## src/rtl/chick_race_tracker_if.sv

```systemverilog
`default_nettype none
// +----------------------------------------------------------------------------+
// | Module   : chick_race_tracker_if                                           |
// | Purpose  : Bundles the move handshake, board state buses, event and win    |
// |            reporting of the chicken race game-state engine.               |
// | Modports : master - upstream tile logic / display side (drives new_game,   |
// |                     move_valid, move_hit; observes everything else)        |
// |            slave  - chick_race_tracker itself                              |
// | Revision : 1.0 - initial release                                           |
// +----------------------------------------------------------------------------+
interface chick_race_tracker_if #(
  parameter int NUM_PLAYERS = 4,
  parameter int POS_W       = 5
);
  localparam int PID_W = $clog2(NUM_PLAYERS);

  logic                             new_game;
  logic                             move_valid;
  logic                             move_hit;
  logic                             move_ready;
  logic [PID_W-1:0]                 cur_player;
  logic [NUM_PLAYERS*POS_W-1:0]     pos_bus;
  logic [NUM_PLAYERS*(PID_W+1)-1:0] tail_bus;
  logic                             evt_valid;
  logic                             evt_caught;
  logic                             win;
  logic [PID_W-1:0]                 winner;
  logic [15:0]                      move_cnt;

  modport master (
    output new_game, move_valid, move_hit,
    input  move_ready, cur_player, pos_bus, tail_bus,
           evt_valid, evt_caught, win, winner, move_cnt
  );

  modport slave (
    input  new_game, move_valid, move_hit,
    output move_ready, cur_player, pos_bus, tail_bus,
           evt_valid, evt_caught, win, winner, move_cnt
  );
endinterface
`default_nettype wire

```

## src/rtl/chick_race_tracker.sv

```systemverilog
`default_nettype none
// +----------------------------------------------------------------------------+
// | Module   : chick_race_tracker                                              |
// | Purpose  : Game-state engine for the chicken race board. Keeps positions   |
// |            and tail counts of all players, rotates turns, applies tile     |
// |            results, detects tail steals and the game winner.               |
// | Ports    : clk  - rising-edge clock                                        |
// |            rst  - asynchronous active-high reset                           |
// |            bus  - chick_race_tracker_if.slave: new_game, move_valid,       |
// |                   move_hit in; move_ready, cur_player, pos_bus, tail_bus,  |
// |                   evt_valid, evt_caught, win, winner, move_cnt out         |
// | Options  : CHICK_MOVE_CNT_EN - when defined, move_cnt counts accepted      |
// |            moves (saturating); otherwise move_cnt is constant zero.        |
// | Revision : 1.0 - initial release                                           |
// +----------------------------------------------------------------------------+
module chick_race_tracker #(
  parameter int NUM_PLAYERS = 4,
  parameter int POS_W       = 5,
  parameter int BOARD_LEN   = 24
) (
  input  logic                 clk,
  input  logic                 rst,
  chick_race_tracker_if.slave  bus
);
  localparam int PID_W  = $clog2(NUM_PLAYERS);
  localparam int TAIL_W = PID_W + 1;

  typedef enum logic [2:0] {
    S_IDLE  = 3'd0,
    S_ADV   = 3'd1,
    S_CHECK = 3'd2,
    S_PASS  = 3'd3,
    S_WIN   = 3'd4
  } state_t;

  state_t            r_state, w_state_nxt;
  logic [POS_W-1:0]  r_pos  [NUM_PLAYERS];
  logic [TAIL_W-1:0] r_tail [NUM_PLAYERS];
  logic [PID_W-1:0]  r_cur, r_winner;
  logic              r_win, r_evt_valid, r_evt_caught;

  logic              w_accept;
  logic [POS_W-1:0]  w_adv_pos;
  logic              w_catch;
  logic [PID_W-1:0]  w_catch_idx;
  logic [TAIL_W-1:0] w_new_tail;
  logic              w_win_now;
  logic [PID_W-1:0]  w_next, w_cand;
  logic              w_found;

  // new_game outranks a pending move, so it also blocks acceptance.
  assign w_accept  = (r_state == S_IDLE) && bus.move_valid && !bus.new_game;
  assign w_adv_pos = (r_pos[r_cur] == POS_W'(BOARD_LEN - 1)) ? '0 : r_pos[r_cur] + POS_W'(1);

  // Live players never share a tile, so at most one j can match.
  always_comb begin
    w_catch     = 1'b0;
    w_catch_idx = '0;
    for (int j = 0; j < NUM_PLAYERS; j++) begin
      if (PID_W'(j) != r_cur && r_tail[j] != '0 && r_pos[j] == r_pos[r_cur]) begin
        w_catch     = 1'b1;
        w_catch_idx = PID_W'(j);
      end
    end
  end

  assign w_new_tail = w_catch ? r_tail[r_cur] + r_tail[w_catch_idx] : r_tail[r_cur];
  assign w_win_now  = (w_new_tail == TAIL_W'(NUM_PLAYERS));

  // First player after cur (wrapping) that still owns a tail.
  always_comb begin
    w_next  = r_cur;
    w_found = 1'b0;
    w_cand  = '0;
    for (int k = 1; k < NUM_PLAYERS; k++) begin
      w_cand = PID_W'((int'(r_cur) + k) % NUM_PLAYERS);
      if (!w_found && r_tail[w_cand] != '0) begin
        w_found = 1'b1;
        w_next  = w_cand;
      end
    end
  end

  always_ff @(posedge clk or posedge rst) begin
    if (rst) r_state <= S_IDLE;
    else     r_state <= w_state_nxt;
  end

  always_comb begin
    w_state_nxt = r_state;
    if (bus.new_game) begin
      w_state_nxt = S_IDLE;
    end else begin
      case (r_state)
        S_IDLE:  if (w_accept) w_state_nxt = bus.move_hit ? S_ADV : S_PASS;
        S_ADV:   w_state_nxt = S_CHECK;
        S_CHECK: w_state_nxt = w_win_now ? S_WIN : S_IDLE;
        S_PASS:  w_state_nxt = S_IDLE;
        S_WIN:   w_state_nxt = S_WIN;
        default: w_state_nxt = S_IDLE;
      endcase
    end
  end

  always_ff @(posedge clk or posedge rst) begin
    if (rst) begin
      for (int i = 0; i < NUM_PLAYERS; i++) begin
        r_pos[i]  <= POS_W'(i * BOARD_LEN / NUM_PLAYERS);
        r_tail[i] <= TAIL_W'(1);
      end
      r_cur        <= '0;
      r_win        <= 1'b0;
      r_winner     <= '0;
      r_evt_valid  <= 1'b0;
      r_evt_caught <= 1'b0;
    end else if (bus.new_game) begin
      for (int i = 0; i < NUM_PLAYERS; i++) begin
        r_pos[i]  <= POS_W'(i * BOARD_LEN / NUM_PLAYERS);
        r_tail[i] <= TAIL_W'(1);
      end
      r_cur        <= '0;
      r_win        <= 1'b0;
      r_winner     <= '0;
      r_evt_valid  <= 1'b0;
      r_evt_caught <= 1'b0;
    end else begin
      r_evt_valid  <= 1'b0;
      r_evt_caught <= 1'b0;
      case (r_state)
        S_ADV: r_pos[r_cur] <= w_adv_pos;
        S_CHECK: begin
          r_tail[r_cur] <= w_new_tail;
          if (w_catch) r_tail[w_catch_idx] <= '0;
          r_evt_valid  <= 1'b1;
          r_evt_caught <= w_catch;
          if (w_win_now) begin
            r_win    <= 1'b1;
            r_winner <= r_cur;
          end
        end
        S_PASS: begin
          r_cur       <= w_next;
          r_evt_valid <= 1'b1;
        end
        default: ;
      endcase
    end
  end

`ifdef CHICK_MOVE_CNT_EN
  logic [15:0] r_move_cnt;
  always_ff @(posedge clk or posedge rst) begin
    if (rst)                                      r_move_cnt <= '0;
    else if (bus.new_game)                        r_move_cnt <= '0;
    else if (w_accept && r_move_cnt != 16'hFFFF)  r_move_cnt <= r_move_cnt + 16'd1;
  end
  assign bus.move_cnt = r_move_cnt;
`else
  assign bus.move_cnt = 16'h0;
`endif

  generate
    for (genvar gi = 0; gi < NUM_PLAYERS; gi++) begin : g_pack
      assign bus.pos_bus[gi*POS_W +: POS_W]    = r_pos[gi];
      assign bus.tail_bus[gi*TAIL_W +: TAIL_W] = r_tail[gi];
    end
  endgenerate

  assign bus.move_ready = (r_state == S_IDLE);
  assign bus.cur_player = r_cur;
  assign bus.evt_valid  = r_evt_valid;
  assign bus.evt_caught = r_evt_caught;
  assign bus.win        = r_win;
  assign bus.winner     = r_winner;
endmodule
`default_nettype wire
```

## src/flat_wrapper.sv

```systemverilog
// flat-port wrapper written by rule: the top's interface ports become plain ports
module chick_race_tracker_flat 
#(
  parameter int NUM_PLAYERS = 4,
  parameter int POS_W       = 5,
  parameter int BOARD_LEN   = 24
)
  (clk, rst, bus_new_game, bus_move_valid, bus_move_hit, bus_move_ready, bus_cur_player, bus_pos_bus, bus_tail_bus, bus_evt_valid, bus_evt_caught, bus_win, bus_winner, bus_move_cnt);
  chick_race_tracker_if #(.NUM_PLAYERS(NUM_PLAYERS), .POS_W(POS_W)) bus_i ();
  input  logic clk;
  input  logic rst;
  input wire logic [$bits(bus_i.new_game)-1:0] bus_new_game;
  input wire logic [$bits(bus_i.move_valid)-1:0] bus_move_valid;
  input wire logic [$bits(bus_i.move_hit)-1:0] bus_move_hit;
  output wire logic [$bits(bus_i.move_ready)-1:0] bus_move_ready;
  output wire logic [$bits(bus_i.cur_player)-1:0] bus_cur_player;
  output wire logic [$bits(bus_i.pos_bus)-1:0] bus_pos_bus;
  output wire logic [$bits(bus_i.tail_bus)-1:0] bus_tail_bus;
  output wire logic [$bits(bus_i.evt_valid)-1:0] bus_evt_valid;
  output wire logic [$bits(bus_i.evt_caught)-1:0] bus_evt_caught;
  output wire logic [$bits(bus_i.win)-1:0] bus_win;
  output wire logic [$bits(bus_i.winner)-1:0] bus_winner;
  output wire logic [$bits(bus_i.move_cnt)-1:0] bus_move_cnt;
  assign bus_i.new_game = bus_new_game;
  assign bus_i.move_valid = bus_move_valid;
  assign bus_i.move_hit = bus_move_hit;
  assign bus_move_ready = bus_i.move_ready;
  assign bus_cur_player = bus_i.cur_player;
  assign bus_pos_bus = bus_i.pos_bus;
  assign bus_tail_bus = bus_i.tail_bus;
  assign bus_evt_valid = bus_i.evt_valid;
  assign bus_evt_caught = bus_i.evt_caught;
  assign bus_win = bus_i.win;
  assign bus_winner = bus_i.winner;
  assign bus_move_cnt = bus_i.move_cnt;
  chick_race_tracker #(.NUM_PLAYERS(NUM_PLAYERS), .POS_W(POS_W), .BOARD_LEN(BOARD_LEN)) u_core (.clk(clk), .rst(rst), .bus(bus_i));
endmodule
```

## config.mk

```make
export PLATFORM = sky130hd
export DESIGN_NAME = chick_race_tracker_flat
export DESIGN_NICKNAME = d
export VERILOG_FILES = /design/src/rtl/chick_race_tracker_if.sv /design/src/rtl/chick_race_tracker.sv /design/src/flat_wrapper.sv
export SDC_FILE = /design/constraint.sdc
export NUM_CORES = 1
export LEC_CHECK = 0
export BUFFER_PORTS_ARGS = -buffer_cell sky130_fd_sc_hd__buf_4
export CAP_MARGIN = 25
export CORE_ASPECT_RATIO = 1.75
export CORE_MARGIN = 2
export CORE_UTILIZATION = 57
export DETAILED_ROUTE_END_ITERATION = 6
export PLACE_DENSITY_LB_ADDON = 0.2
export SETUP_SLACK_MARGIN = 0.4
export SYNTH_ARGS = -nofsm -noshare
export SYNTH_HDL_FRONTEND = slang
export SYNTH_SLANG_ARGS = --single-unit
```

## constraint.sdc

```tcl
create_clock -name clk -period 5.24 [get_ports clk]
set_clock_uncertainty 0.15 [all_clocks]
set_input_delay 0.786 -clock clk [delete_from_list [all_inputs] [get_ports clk]]
set_output_delay 0.786 -clock clk [all_outputs]
set_load 0.02 [all_outputs]
```

==> flow_metrics.py, run 1 <==
metrics = {
    "placement": {
        "dpl.hpwl_um": 7220,
        "place_area_um2": 3730,
        "gp_congestion": 0.943,
        "portBuffers": 44,
    },
    "worst_setup_path": {
        "rr_startpoint": "u_core.bus.cur_player[0]$_DFFE_PP0P_",
        "crit_top_cell": "nor2_1",
        "startpoint_type": "flop",
        "cp_data_arrival_time_ns": 4.47,
        "worstPathRequired_ns": 5.28,
        "path_cells": "inv_2, ha_1, nor4b_1, nand4_1, nor2_1, nand2_1, a21oi_1, a21oi_1, nor2_1, ha_1, inv_1, fa_1, nor2_1, nand2_1, or3_1, o2111ai_2, o21bai_4, mux2i_1",
        "crit_fanout": 11,
        "crit_start": "u_core.bus.cur_player[0]$_DFFE_PP0P_",
        "criticalPathCategory": "flop to flop",
        "end_kind": "flop",
        "slowest_delay_ns": 0.63,
        "critical-path-slowest-cell": "dfrtp_1",
    },
    "sta": {
        "slew_viol_final": 0,
        "fin_setup_tns_ns": 0,
        "rsz0062_at_grt": "false",
        "fmax_mhz": 226,
        "hold_violations": 0,
        "worst_pin_slew_ns": 0.741,
        "layout_min_cycle_time_ns": 4.43,
        "period_share_pct": 84.5,
        "setup_violations": 0,
        "slew_headroom_pct": 49.9,
    },
    "flow_run": {
        "drv_cap": 0,
    },
    "route": {
        "initialDrtViolationCount": 259,
        "via_per_inst": 6.19,
        "remaining_drc_errors": 0,
        "route.vias.total": 3051,
        "postRouteAntennaNets": 0,
        "drt_first_pass_iters": 4,
        "totalWireLength_um": 9560,
        "wl_per_cell_um": 19.4,
    },
    "grt": {
        "grt.total_usage_pct": 28.6,
        "grt_pass1_wl_um": 14800,
        "grt_max_degree": 45,
        "overflow": 0,
        "grt_pass1_vias": 2922,
        "antenna_found_initial": 0,
    },
    "floorplan": {
        "fp.coreArea_um2": 5880,
        "ios": 61,
        "die_w_um": 63.0,
        "die_area_um2": 6760,
        "num_rows": 37,
        "initial_core_util_pct": 59.1,
        "die_h_um": 107,
    },
    "clock_tree": {
        "clock-root-buffer": "clkbuf_8",
        "cts_buffers": 5,
        "clk_path_buf_depth": 2,
        "post_cts_buffers": 0,
        "htree_num_levels": 2,
        "clk_latency_ns": 0.31,
        "cts.sinks": 42,
        "cts_tree": "done",
        "clk_pin_slew_ns": 0.08,
    },
    "synthesis": {
        "synth-edff-count": 0,
        "yosysTopAreaCell": "dfrtp_1",
        "synth.avg_cell_area_um2": 9.07,
        "yosys-top-cells-area": "dfrtp_1 23%, mux2i_1 8.1%, dfstp_2 7.6%",
        "ys_types": 70,
        "synth_most_common_cell": "nor2_1",
        "synth_top_area_share_pct": 23.0,
        "async_flop_share_pct": 100,
        "synth-seq-area-share_pct": 30.6,
        "netlist_top_cells_count": "39 x nor2_1, 32 x dfrtp_1, 28 x mux2i_1",
        "syn_area_um2": 3470,
        "synthCells": 383,
        "ys_ff_latch": 42,
        "synth_flop_cell": "dfrtp_1",
        "synth_warnings": 0,
    },
    "finish": {
        "area_delta_synth_final_pct": 10.3,
        "design_area_um2": 3830,
        "diodes": 0,
        "num-nets-final": 426,
        "layout-drive-gt1-share_pct": 21.0,
    },
    "power": {
        "p_leak_uw": 0.00158,
        "p_per_area_nw_per_um2": 193,
        "swShare_pct": 32.6,
        "p_switching_uw": 241,
        "p_seq_share_pct": 46.8,
        "clkPwrFrac_pct": 29.9,
        "combPwrFrac_pct": 23.3,
        "p_int_uw": 499,
        "vdd_drop_max_uv": 161,
    },
    "worst_hold_path": {
        "hold_path.class": "flop to flop",
        "min_from": "u_core.bus.win$_DFFE_PP0P_",
    },
    "run_status": {
        "status": "complete, no violations",
    },
}
## cells by family after synthesis
logic type,synth area share [%]
buffers and inverters,8.17
muxes,12.2
AOI/OAI and AO/OA,18.5
adders and majority gates,2.74
xor gates and xnor gates,7.31
and+or+nand+nor,20.4
DFF,30.6
other,0.108
## final timing paths
path	end	slack [ns]	cells after the start
max	u_core.bus.winner[1]$_DFFE_PP0P_	0.81	18
min	u_core.bus.win$_DFFE_PP0P_	0.36	2
max reg2reg	u_core.bus.winner[1]$_DFFE_PP0P_	0.81	18
min reg2reg	u_core.bus.win$_DFFE_PP0P_	0.36	2
max in group asynchronous	u_core.bus.cur_player[1]$_DFFE_PP0P_	4.07	3
min in group asynchronous	u_core.bus.pos_bus[11]$_DFFE_PP0P_	0.45	3
## sequential cells by signal (all words and copies together), names as in the netlist
register / cells
u_core.bus.cur_player: 2
u_core.bus.evt_caught: 1
u_core.bus.evt_valid: 1
u_core.bus.pos_bus: 20
u_core.bus.tail_bus: 12
u_core.bus.win: 1
u_core.bus.winner: 2
u_core.r_state: 3
## power groups by stage
stage	Clock (uW)	Sequential (uW)	Combinational [uW]
final	222	346	172
after detailed placement	0	352	170
after global placement	0	352	169
after CTS	226	346	171
after global routing	239	347	187
after floorplan	0	350	139
## placed cells by master, fill, tap and decap left out, drive strengths merged, types with 9 or more instances in the layout
cell type and n:
mux2i 28, nor3 14, dfrtp 32, nand2b 9, dfstp 10, nand3 9
xnor2 21, nand2 26, buf 48, a21oi 20, a211oi 10, o21ai 18
nor2 39, conb 16
## metal layers
metal	track usage, %	part of all wire, %
met1	29.5	35
met3	4.08	4.8
met2	52.7	53
met4	18.9	6.7
met5	0	0
## worst max-delay path: cells and delay by family (launching register included)
family,cells,cell delay (ns)
and+or+nand+nor,8,1.69
DFF,1,0.63
adders and majority gates,3,0.95
muxes,1,0.13
AOI/OAI and AO/OA,4,0.50
buffers and inverters,2,0.26
## cell type report
| class | count | area (um2) |
|---|---|---|
| inverter | 8 | 30.0 |
| clock buffer | 6 | 82.6 |
| multi-input combinational | 309 | 2180 |
| sequential | 42 | 1060 |
| fill | 511 | 2050 |
| clock inverter | 2 | 12.5 |
| timing repair buffer | 48 | 360 |
| tap | 78 | 97.6 |
## through the flow
stage          setup WS (ns)  total power [uW]  hold WS (ns)  cells  utilization (%)
3_5_place_dp           0.701               522         0.358    485             63.5
4_1_cts                0.698               743         0.369    493             65.1
2_1_floorplan           1.21               490         0.333    398                -
5_1_grt                0.442               773         0.415    493             65.2
3_3_place_gp           0.782               520         0.356    485             63.5
6_report               0.811               740         0.364    493             65.2
## repair_timing
item	in CTS	in global routing
resized for setup	0	1
hold buffers	0	0
setup endpoints to repair	0	6
No activity file was read; power rests on OpenSTA's default activity.
==> inputs of run 2 (changes only) <==
clock period = 4.4 ns   (was 5.24 ns; I/O delays follow)
==> run 2 against run 1 <==
Compared with the run above:
- wire length increased by 12%
- worst setup slack got worse by 0.33 ns
- flip-flop and latch count unchanged
- utilization increased by 8.2 points
- clock power increased by 19%
- die area unchanged
- first-iteration DRC count decreased by 17%
- fmax increased by 13%
- clock-buffer cell count unchanged
- largest cell class unchanged
- highest routed layer unchanged
==> flow_metrics.py, run 2 (synthesis gave the netlist of run 1 again) <==
metrics = {
    "placement": {
        "dpl.hpwl_um": 7240,
        "dpl_worst_slack_ns": 0.250,
        "placed_cells": 494,
        "gp_congestion": 0.979,
        "portBuffers": 44,
    },
    "worst_setup_path": {
        "crit_fanout": 7,
        "slowest_delay_ns": 0.75,
        "reg2reg_slack_ns": 0.48,
        "crit_family": "simple AND/OR/NAND/NOR gates",
        "cp.depth": 17,
        "endpoint": "u_core.bus.winner[1]$_DFFE_PP0P_",
        "path_cells": "nor3_1, nor4b_4, and4_4, nand2_1, o21ai_1, a21oi_2, a21oi_2, nor2_1, ha_2, inv_2, fa_2, nor2_2, nand2_2, or3_4, o2111ai_4, o21bai_4, mux2i_1",
        "rr_startpoint": "u_core.bus.tail_bus[7]$_DFFE_PP0P_",
        "cp_num_buf_inv": 1,
        "crit_top_cell": "a21oi_2",
        "cp_data_arrival_time_ns": 3.96,
        "worstPathRequired_ns": 4.44,
        "criticalPathCategory": "flop to flop",
        "critical-path-slowest-cell": "nor3_1",
        "worst-r2r-cell-count": 17,
        "r2r_end": "u_core.bus.winner[1]$_DFFE_PP0P_",
        "startpoint_type": "flop",
        "crit_start": "u_core.bus.tail_bus[7]$_DFFE_PP0P_",
        "end_kind": "flop",
    },
    "flow_run": {
        "drv_cap": 0,
    },
    "power": {
        "p_leak_uw": 0.00180,
        "vdd_drop_max_uv": 229,
        "p_per_area_nw_per_um2": 215,
    },
    "finish": {
        "final_cell_mix": "72 x buf_4, 37 x nor2_1, 30 x dfrtp_1, 24 x mux2i_1, 24 x nand2_1",
        "largest_reg_flops": 20,
        "utilization_pct": 73.3,
        "num-nets-final": 457,
        "diodes": 0,
        "final_cells": 524,
        "fillCellCount": 443,
        "area_delta_synth_final_pct": 24.1,
        "final_common_cell": "buf_4",
        "layout-drive-gt1-share_pct": 33.0,
    },
    "route": {
        "via_per_inst": 6.28,
        "initialDrtViolationCount": 214,
        "drt_first_pass_iters": 4,
        "totalWireLength_um": 10700,
        "wl_per_cell_um": 20.5,
        "remaining_drc_errors": 0,
        "route.vias.total": 3293,
        "postRouteAntennaNets": 0,
    },
    "grt": {
        "use_met2_pct": 55.7,
        "busiest_layer": "met2",
        "use_met3_pct": 4.29,
        "grt_pass1_wl_um": 15700,
        "grt_max_degree": 45,
        "antenna_found_initial": 0,
        "grt_pass1_vias": 3021,
        "grt.total_usage_pct": 30.5,
        "overflow": 0,
        "grt_use_met1_pct": 31.0,
    },
    "worst_hold_path": {
        "hold_path.class": "primary input to async pin",
    },
    "sta": {
        "setup_violations": 0,
        "period_share_pct": 89.0,
        "hold_violations": 0,
        "setup_ws_ns": 0.483,
        "holdWs_ns": 0.340,
        "slew_headroom_pct": 40.7,
        "fin_setup_tns_ns": 0,
        "rsz0062_at_grt": "true",
        "worst_pin_slew_ns": 0.882,
        "slew_viol_final": 0,
        "fmax_mhz": 255,
        "layout_min_cycle_time_ns": 3.92,
    },
    "clock_tree": {
        "cts_hold_repair.buffers": 0,
        "cts.sinks": 42,
        "cts_tree": "done",
        "clk_path_buf_depth": 2,
        "clk_pin_slew_ns": 0.08,
        "clock-root-buffer": "clkbuf_8",
        "cts_buffers": 5,
        "htree_num_levels": 2,
        "clk_latency_ns": 0.31,
    },
    "floorplan": {
        "die_w_um": 63.0,
        "fp.coreArea_um2": 5880,
        "ios": 61,
        "initial_core_util_pct": 59.1,
        "num_rows": 37,
        "die_h_um": 107,
        "die_area_um2": 6760,
    },
    "run_status": {
        "status": "complete, no violations",
    },
}
[run 2: cell types whose count changed in the layout (fill, tap and decap cells not counted), moves of 3 or more]
cell     delta
buf_4      +24
mux2i_1     -4
o21ai_2     +3
mux2i_4     +3
o21ai_0     -4
buf_6       +3
[run 2: timing repair]
action / CTS / global route
endpoints found under the setup margin: 9 / 10
gates resized for setup: 6 / 44
setup buffers: 6 / 16
pin swaps: 0 / 14
[run 2: worst min-delay path by stage]
stage / from / end / slack, ns / cells past startpoint
after floorplan: u_core.r_state[1]$_DFFE_PP0P_ / u_core.r_state[1]$_DFFE_PP0P_ / 0.33 / 1
after global placement: u_core.r_state[1]$_DFFE_PP0P_ / u_core.r_state[1]$_DFFE_PP0P_ / 0.35 / 1
after detailed placement: u_core.r_state[1]$_DFFE_PP0P_ / u_core.r_state[1]$_DFFE_PP0P_ / 0.37 / 1
after CTS: rst / u_core.bus.cur_player[1]$_DFFE_PP0P_ / 0.35 / 3
after global routing: rst / u_core.bus.cur_player[1]$_DFFE_PP0P_ / 0.39 / 3
final: rst / u_core.bus.pos_bus[11]$_DFFE_PP0P_ / 0.34 / 3
[run 2: cell type report]
class                   instances  area, um2  share of cell area (%)
inverters                       8       30.0                   0.697
clock buffers                   6       82.6                    1.92
clock inverters                 2       12.5                   0.290
well taps                      78       97.6                    2.26
flip-flops and latches         42       1070                    24.8
multi-input cells             309       2390                    55.4
repair buffers                 79        627                    14.5
[run 2: tightest hold or removal path: cells and delay by family]
| kind | cells | cell delay [ns] |
|---|---|---|
| buf+inv | 3 | 0.60 |
[run 2: report_power, final]
part,switching [uW],internal (uW)
registers,16.7,395
logic,152,101
clock network,138,126
total,306,622
[run 2: routing by layer]
metal | part of all wire, % | up-vias | wire length, um
met2 | 54 | 158 | 5840
met4 | 6.8 | 0 | 728
met5 | 0 | - | 0
met3 | 4.8 | 65 | 512
met1 | 34 | 1590 | 3660
li1 | - | 1480 | -
[run 2: stage by stage]
step | instance area, um2 | power (uW)
after floorplan | 3530 | 583
after global placement | 3800 | 623
after detailed placement | 3800 | 624
after CTS | 3980 | 892
after global routing | 4310 | 965
final | 4310 | 928
